--- config.mk ---
export PLATFORM = sky130hd
export DESIGN_NAME = wb_arbiter
export DESIGN_NICKNAME = d
export VERILOG_FILES = /design/src/rtl/wb_pkg.sv /design/src/rtl/wb_fifo.sv /design/src/rtl/wb_arbiter.sv
export SDC_FILE = /design/constraint.sdc
export NUM_CORES = 1
export LEC_CHECK = 0
export ABC_AREA = 1
export CAP_MARGIN = 20
export CORE_MARGIN = 3
export CORE_UTILIZATION = 58
export CTS_CLUSTER_DIAMETER = 80
export DETAILED_ROUTE_END_ITERATION = 7
export DONT_BUFFER_PORTS = 1
export GPL_ROUTABILITY_DRIVEN = 0
export GPL_TIMING_DRIVEN = 1
export PLACE_DENSITY = 0.85
export SYNTH_ARGS = -nofsm -noshare
export SYNTH_HDL_FRONTEND = slang
export SYNTH_SLANG_ARGS = --single-unit
--- constraint.sdc ---
create_clock -name clock -period 6.31 [get_ports clock]
set_clock_uncertainty 0.05 [all_clocks]
set_input_delay 0.9465 -clock clock [delete_from_list [all_inputs] [get_ports clock]]
set_output_delay 0.9465 -clock clock [all_outputs]
set_load 0.02 [all_outputs]
--- src/rtl/wb_pkg.sv ---
// Shared definitions for the write-back arbiter: default widths, the queue
// entry layout and the hard-wired zero register address.
package wb_pkg;

  localparam int WB_DATA_W = 32;
  localparam int WB_ADDR_W = 5;

  localparam logic [WB_ADDR_W-1:0] REG_ZERO = '0;

  typedef struct packed {
    logic                 live;
    logic [WB_ADDR_W-1:0] addr;
    logic [WB_DATA_W-1:0] data;
  } wb_entry_t;

endpackage

--- src/rtl/wb_fifo.sv ---
// Circular queue of MDU results with per-entry kill and hazard-match logic.
// A killed or zero-address entry stays in place (live = 0) and is drained as a bubble.
module wb_fifo
  import wb_pkg::*;
#(
  parameter int DEPTH  = 4,
  parameter int DATA_W = WB_DATA_W,
  parameter int ADDR_W = WB_ADDR_W
) (
  input  logic              clock,
  input  logic              reset,
  input  logic              push,
  input  logic [ADDR_W-1:0] push_addr,
  input  logic [DATA_W-1:0] push_data,
  input  logic              pop,
  input  logic              kill_en,
  input  logic [ADDR_W-1:0] kill_addr,
  input  logic [ADDR_W-1:0] rd_addr_a,
  input  logic [ADDR_W-1:0] rd_addr_b,
  output logic              ready,
  output logic              head_valid,
  output logic              head_live,
  output logic [ADDR_W-1:0] head_addr,
  output logic [DATA_W-1:0] head_data,
  output logic              pend_a,
  output logic              pend_b
);

  localparam int PTR_W = $clog2(DEPTH);
  localparam int CNT_W = $clog2(DEPTH + 1);

  typedef struct packed {
    logic              live;
    logic [ADDR_W-1:0] addr;
    logic [DATA_W-1:0] data;
  } entry_t;

  entry_t             q [DEPTH];
  logic [PTR_W-1:0]   rd_ptr;
  logic [PTR_W-1:0]   wr_ptr;
  logic [CNT_W-1:0]   count;
  logic               push_ok;
  logic               pop_ok;
  logic               push_live;

  // Ready depends on the registered count only; a same-cycle pop never frees a slot early.
  assign ready      = count < CNT_W'(DEPTH);
  assign head_valid = count != '0;
  assign head_live  = head_valid && q[rd_ptr].live;
  assign head_addr  = q[rd_ptr].addr;
  assign head_data  = q[rd_ptr].data;

  assign push_ok   = push && ready;
  assign pop_ok    = pop && head_valid;
  assign push_live = (push_addr != ADDR_W'(REG_ZERO)) &&
                     !(kill_en && (push_addr == kill_addr));

  always_comb begin
    pend_a = 1'b0;
    pend_b = 1'b0;
    for (int i = 0; i < DEPTH; i++) begin
      if (q[i].live && (q[i].addr == rd_addr_a)) pend_a = 1'b1;
      if (q[i].live && (q[i].addr == rd_addr_b)) pend_b = 1'b1;
    end
    if (rd_addr_a == ADDR_W'(REG_ZERO)) pend_a = 1'b0;
    if (rd_addr_b == ADDR_W'(REG_ZERO)) pend_b = 1'b0;
  end

  always_ff @(posedge clock or posedge reset) begin
    if (reset) begin
      rd_ptr <= '0;
      wr_ptr <= '0;
      count  <= '0;
      for (int i = 0; i < DEPTH; i++) q[i] <= '0;
    end else begin
      for (int i = 0; i < DEPTH; i++) begin
        if (kill_en && (q[i].addr == kill_addr)) q[i].live <= 1'b0;
      end
      if (pop_ok) begin
        q[rd_ptr].live <= 1'b0;
        rd_ptr         <= rd_ptr + PTR_W'(1);
      end
      if (push_ok) begin
        q[wr_ptr] <= '{live: push_live, addr: push_addr, data: push_data};
        wr_ptr    <= wr_ptr + PTR_W'(1);
      end
      case ({push_ok, pop_ok})
        2'b10:   count <= count + CNT_W'(1);
        2'b01:   count <= count - CNT_W'(1);
        default: count <= count;
      endcase
    end
  end

endmodule

--- src/rtl/wb_arbiter.sv ---
// Register-file write-port arbiter: ALU results win, queued MDU results fill idle slots.
// Optional same-cycle forwarding of the write value is enabled by WB_BYPASS_EN.
module wb_arbiter
  import wb_pkg::*;
#(
  parameter int DEPTH  = 4,
  parameter int DATA_W = WB_DATA_W,
  parameter int ADDR_W = WB_ADDR_W
) (
  input  logic              clock,
  input  logic              reset,
  input  logic              alu_valid,
  input  logic [ADDR_W-1:0] alu_addr,
  input  logic [DATA_W-1:0] alu_data,
  input  logic              mdu_valid,
  output logic              mdu_ready,
  input  logic [ADDR_W-1:0] mdu_addr,
  input  logic [DATA_W-1:0] mdu_data,
  output logic              enable,
  output logic [ADDR_W-1:0] addr_w,
  output logic [DATA_W-1:0] data_w,
  input  logic [ADDR_W-1:0] rd_addr_a,
  input  logic [ADDR_W-1:0] rd_addr_b,
`ifdef WB_BYPASS_EN
  output logic              fwd_hit_a,
  output logic              fwd_hit_b,
  output logic [DATA_W-1:0] fwd_data_a,
  output logic [DATA_W-1:0] fwd_data_b,
`endif
  output logic              pend_a,
  output logic              pend_b
);

  logic              alu_wr;
  logic              pop;
  logic              head_valid;
  logic              head_live;
  logic [ADDR_W-1:0] head_addr;
  logic [DATA_W-1:0] head_data;

  // MDU handshake: a result transfers on a rising edge where mdu_valid && mdu_ready;
  // the MDU holds addr/data stable while valid is high and ready is low.
  wb_fifo #(
    .DEPTH  (DEPTH),
    .DATA_W (DATA_W),
    .ADDR_W (ADDR_W)
  ) u_fifo (
    .clock      (clock),
    .reset      (reset),
    .push       (mdu_valid),
    .push_addr  (mdu_addr),
    .push_data  (mdu_data),
    .pop        (pop),
    .kill_en    (alu_wr),
    .kill_addr  (alu_addr),
    .rd_addr_a  (rd_addr_a),
    .rd_addr_b  (rd_addr_b),
    .ready      (mdu_ready),
    .head_valid (head_valid),
    .head_live  (head_live),
    .head_addr  (head_addr),
    .head_data  (head_data),
    .pend_a     (pend_a),
    .pend_b     (pend_b)
  );

  assign alu_wr = !reset && alu_valid && (alu_addr != ADDR_W'(REG_ZERO));

  // Dead heads cost no port slot, so they drain even while the ALU owns the port.
  assign pop = head_valid && (!head_live || !alu_wr);

  always_comb begin
    enable = 1'b0;
    addr_w = '0;
    data_w = '0;
    if (alu_wr) begin
      enable = 1'b1;
      addr_w = alu_addr;
      data_w = alu_data;
    end else if (head_live && !reset) begin
      enable = 1'b1;
      addr_w = head_addr;
      data_w = head_data;
    end
  end

`ifdef WB_BYPASS_EN
  assign fwd_hit_a  = enable && (addr_w == rd_addr_a) && (addr_w != ADDR_W'(REG_ZERO));
  assign fwd_hit_b  = enable && (addr_w == rd_addr_b) && (addr_w != ADDR_W'(REG_ZERO));
  assign fwd_data_a = data_w;
  assign fwd_data_b = data_w;
`endif

endmodule

# After elaboration in Yosys (flattened, before gate mapping)
# Index checks and enable logic that the tools add are counted.
[totals]
input_bits = 88
regBits = 159
out_inout_bits = 41
[classes]
addsub = 4
n_bitwise = 2
eq_ne = 15
magnitude_cmp = 5
reduce_logical = 34
muxes = 32
[op_table]
columns = ["cell", "n"]
rows = [
  ["152-bit bitwise mux", 2],
  ["152-bit 2-to-1 mux", 2],
  ["38-bit demux with 2-bit select", 2],
  ["38-bit 2-to-1 mux", 4],
  ["38-bit binary-select mux with 2-bit select", 1],
  ["5-bit equality test", 13],
  ["32-bit 2-to-1 mux", 2],
  ["1-bit logical AND", 23],
  ["1-bit 2-to-1 mux", 16],
  ["5-bit zero test", 2],
  ["5-bit 2-to-1 mux", 2],
  ["5-bit nonzero test", 2],
  ["3-bit greater-or-equal comparator (second input constant)", 2],
  ["3-bit by 1-bit less-than comparator with 1-bit output (second input constant)", 2],
  ["2-bit NOT with 3-bit output", 2],
  ["3-bit one-hot mux with 2 select lines", 1],
  ["2-bit by 1-bit adder with 2-bit output (second input constant)", 2],
  ["1-bit zero test", 4],
  ["3-bit by 1-bit adder with 3-bit output (second input constant)", 1],
  ["3-bit less-than comparator (second input constant)", 1],
  ["3-bit nonzero test", 1],
  ["3-bit by 1-bit subtractor with 3-bit output (second input constant)", 1],
  ["2-bit by 1-bit equality test with 1-bit output (second input constant)", 1],
  ["2-bit equality test (second input constant)", 1],
  ["other kinds (2)", 2],
]

# Logic depth before layout (Yosys ltp)
[logic_depth]
depth_word = 12
mapped_depth = 14
mapped_depth_nobuf = 14

# Modules after synthesis
# From an unflattened synthesis, not the netlist that was laid out.
[unflattened]
cells_unflattened = 1275
hier_area_um2 = 9093.7
[modules_own_cells]
columns = ["module", "cells_each", "instances", "seq_area_each_um2", "area_each_um2"]
rows = [
  ["wb_fifo", 1061, 1, 3978.8, 8190.4],
  ["wb_arbiter", 214, 1, 0.0, 903.4],
]

# Least setup slack after synthesis
# No wires, ideal clock.
[synth_timing]
kind = "input port to output port"
from = "in reset"
to = "out addr_w[0]"
n_path_buf = 0
cell_stages = 3
t_arrival_ps = 5210
path_slack_ps = 103
cell_sequence = "inv_1 nand3_4 o21ai_0"
[synth_between]
elab_chain_len = 4
word_cells_on_any_way = 6
cone_classes = "mux: 2; reduce/logical: 4"
[synth_rtl]
columns = ["element", "line_no", "rtl"]
rows = [
  ["start, declared", "wb_arbiter.sv:11", "input logic reset,"],
  ["1-bit zero test (no source line) *", "n/a", ""],
  ["1-bit logical AND (on tied branches)", "wb_arbiter.sv:80, wb_arbiter.sv:67", ""],
  ["5-bit 2-to-1 mux / 1-bit logical AND (equally long branches)", "wb_arbiter.sv:80, wb_arbiter.sv:67", ""],
  ["5-bit 2-to-1 mux *", "wb_arbiter.sv:76", "if (alu_wr) begin"],
  ["end, declared", "wb_arbiter.sv:20", "output logic [ADDR_W-1:0] addr_w,"],
]
# Mark *: on every way between the ends. The rest lies on a longest branch, timed or not.

# Final worst setup path
[layout_timing]
from = "reg u_fifo.rd_ptr[1]"
to = "out data_w[17]"
[layout_between]
elab_chain_len = 8
[layout_rtl]
columns = ["element", "line_no", "rtl"]
rows = [
  ["start, declared", "wb_fifo.sv:39", "logic [PTR_W-1:0] rd_ptr;"],
  ["start signal, assigned", "wb_fifo.sv:81", "rd_ptr <= rd_ptr + PTR_W'(1);"],
  ["2-bit NOT with 3-bit output (not written as such) *", "wb_fifo.sv:49, wb_fifo.sv:51", ""],
  ["38-bit binary-select mux with 2-bit select *", "wb_fifo.sv:49, wb_fifo.sv:51", ""],
  ["38-bit 2-to-1 mux (not written as such) * (2 in a row)", "wb_fifo.sv:49", "assign head_live = head_valid && q[rd_ptr].live;"],
  ["1-bit logical AND", "wb_fifo.sv:49", ""],
  ["1-bit logical AND", "wb_arbiter.sv:80", "end else if (head_live && !reset) begin"],
  ["32-bit 2-to-1 mux *", "wb_arbiter.sv:80", ""],
  ["32-bit 2-to-1 mux *", "wb_arbiter.sv:76", ""],
  ["end, declared", "wb_arbiter.sv:21", "output logic [DATA_W-1:0] data_w,"],
]
# Mark *: on every way between the ends. The rest lies on a longest branch, timed or not. The select of a mux whose other input is x is not followed.

==> out/metrics.yaml <==
die:
  dieArea_mm2: 0.0164
  die_h_um: 128
  ios: 129
  core_area_mm2: 0.0142
  die_w_um: 128
  fp-row-count: 43
  start_util: 0.607
cts:
  clk_pin_slew_ps: 60
  cts-buffers-inserted: 17
  cts_tree: "yes"
  cts.htree.levels: 4
  clockRootBuffer: "clkbuf_16"
  insertion_delay_ps: 420
  cts.sinks: 159
  cts_hold_buf: 0
  cts_resized: 0
  clock_path_buffers: 2
  postCtsSetupRepairBufs: 0
timing:
  whs_ps: 432
  period_needed_ps: 3780
  max_freq_mhz: 264
  rsz0062_at_grt: "false"
  fin_crit_sh: 0.599
  setup_tns_ps: 0
  drv_slew: 0
  setup_viol: 0
  slew-limit-headroom: 0.439
  worst_slew_pin_slew_ps: 841
  final-hold-violation-count: 0
routing:
  routedWlPerCell_um: 17.1
  ant_nets: 0
  drc: 0
  num_vias: 7717
  firstDrtPassIters: 6
  drt_iter0_drc: 755
  viasPerCell: 5.93
  routed_wl_mm: 22.2
power:
  vdd_drop_max_mv: 0.247
  combPwrFrac: 0.384
  swShare: 0.417
  seqPwrFrac: 0.391
  p_per_area_mw_per_mm2: 514
  p_switching_mw: 1.97
  p_int_mw: 2.75
  power.leakage_nw: 4.55
  power.share.clock: 0.224
status:
  status: "completed"
placement:
  hpwl_mm: 13.7
  port_buffers: 0
worst_setup_path:
  required_ps: 5310
  max_stage_delay_ps: 810
  worstSetupEndpointType: "output port"
  crit_arrival_ps: 2790
  crit_slowest_cell: "dfrtp_1"
  path_max_fanout: 34
  path_class: "register to output port"
  cp_cell_sequence: "buf_4 > nand2_1 > nand2_2 > nand3_4 > inv_4 > nand3_1 > nand2_1"
  startpoint_type: "register"
  crit_top_cell: "nand2_1"
global_routing:
  grt_max_degree: 97
  antenna_found_initial: 0
  gr-total-overflow: 0
  grt_pass1_vias: 7230
  grt_pass1_wl_mm: 36.0
  grt_use_total: 0.274
synth:
  synthDistinctLibCells: 25
  yosysWarningCount: 0
  async_flop_share: 1.00
  dominantRegCellSynth: "dfrtp_1"
  ys_seq_elements: 159
  syn_nets: 1252
  synth_edf_count: 0
  syn_avg_cell_area_um2: 7.47
  mappedNetlistArea_mm2: 0.00862
  synthCells: 1154
  synth_seq_area_share: 0.462
finish:
  area_growth_syn_to_layout_pct: 6.65
  num-nets-final: 1208
  antenna_cells: 0
  drive_above_1_share: 0.0570
run:
  cap_violations: 0
min_path:
  hold_class: "register to register"
cells by family after synthesis:
logic type      count (synthesis)  synth area share
compound gates                302             0.180
fa+ha+maj                      10            0.0154
xor+xnor                       31            0.0315
buf+inv                       160            0.0791
flops                         159             0.462
simple gates                  492             0.232
critical path: cells and delay by family (launching register included):
| kind | cells | cell delay [ps] |
|---|---|---|
| simple gates | 5 | 700 |
| flops | 1 | 810 |
| buf+inv | 2 | 820 |
cell usage in the layout, fill, tap and decap left out:
cell type | synthesis | layout
nand2_1 | 309 | 304
inv_4 | 1 | 1
o21ai_1 | 3 | 3
xor2_1 | 20 | 20
clkinv_4 | 0 | 1
clkinvlp_4 | 0 | 1
o21ai_0 | 256 | 256
o22ai_1 | 32 | 32
xnor2_1 | 11 | 11
a21oi_1 | 11 | 11
nand3_2 | 10 | 10
clkbuf_8 | 0 | 3
nor2_1 | 113 | 113
buf_4 | 2 | 10
nand3_4 | 1 | 1
clkinv_2 | 0 | 1
fa_1 | 1 | 1
nand2_2 | 2 | 7
inv_1 | 81 | 80
dfrtp_2 | 0 | 1
nor3_1 | 4 | 4
dfrtp_1 | 159 | 158
clkbuf_1 | 32 | 3
inv_2 | 5 | 5
clkbuf_16 | 0 | 17
inv_6 | 0 | 3
ha_1 | 9 | 9
nand3_1 | 53 | 53
bufinv_16 | 0 | 3
worst paths after layout:
kind                                   from                to  slack [ps]  depth (start not counted)
hold reg to reg                u_fifo.q[61]      u_fifo.q[61]         430                          2
setup / recovery           u_fifo.rd_ptr[1]        data_w[17]        2530                          7
setup reg to reg           u_fifo.rd_ptr[1]   u_fifo.count[1]        3530                         10
max in group asynchronous             reset  u_fifo.rd_ptr[0]        4300                          2
hold / removal                 u_fifo.q[61]      u_fifo.q[61]         430                          2
min in group asynchronous             reset      u_fifo.q[35]         490                          1
cells in the mapped netlist, types with 2 or more instances:
library cell  instances  area [µm²]
o22ai_1              32         200
buf_6                 2        22.5
ha_1                  9         113
xnor2_1              11        96.3
nor3_1                4        20.0
nand2_2               2        12.5
nand3_1              53         265
nand3_2              10         100
nor2_1              113         424
o21ai_0             256        1280
xor2_1               20         175
buf_2                35         175
o21ai_1               3        15.0
nand2_1             309        1160
a21oi_1              11        55.1
clkbuf_1             32         120
dfrtp_1             159        3980
buf_4                 2        15.0
inv_2                 5        18.8
inv_1                81         304
power groups by stage:
stage | logic (mW) | registers (mW) | clock network [mW]
finish | 1.81 | 1.85 | 1.06
global route | 2.07 | 1.90 | 1.12
CTS | 1.81 | 1.83 | 1.06
detailed placement | 1.78 | 1.83 | 0
global placement | 1.73 | 1.81 | 0
floorplan | 1.47 | 1.72 | 0
metal layers:
layer  part of all wire  global-route usage
met1               0.42               0.371
met2               0.47               0.427
met3              0.083              0.0667
met4              0.029               0.115
met5                  0                   0
area by class of cell:
type	count	area, µm²
repair buffers	10	75.1
fillers	1230	5010
flip-flops and latches	159	3980
clock inverters	8	129
clock buffers	23	478
well taps	180	225
multi-input cells	835	3970
inverters	87	334
sequential cells by signal, indices dropped and copies added, names as in the netlist:
register       flops
u_fifo.q         152
u_fifo.count       3
u_fifo.rd_ptr      2
u_fifo.wr_ptr      2
through the flow:
stage / setup WS [ps] / utilization / cell area (µm²) / total power [mW] / std cells
after CTS: 2550 / 0.647 / 9190 / 4.70 / 1302
after detailed placement: 2710 / 0.604 / 8580 / 3.62 / 1271
after global placement: 2730 / 0.604 / 8580 / 3.54 / 1271
after floorplan: 103 / - / 8620 / 3.19 / 1154
after global routing: 2350 / 0.647 / 9190 / 5.08 / 1302
final: 2530 / 0.647 / 9190 / 4.72 / 1302
Power figures use the tool's default switching activity.
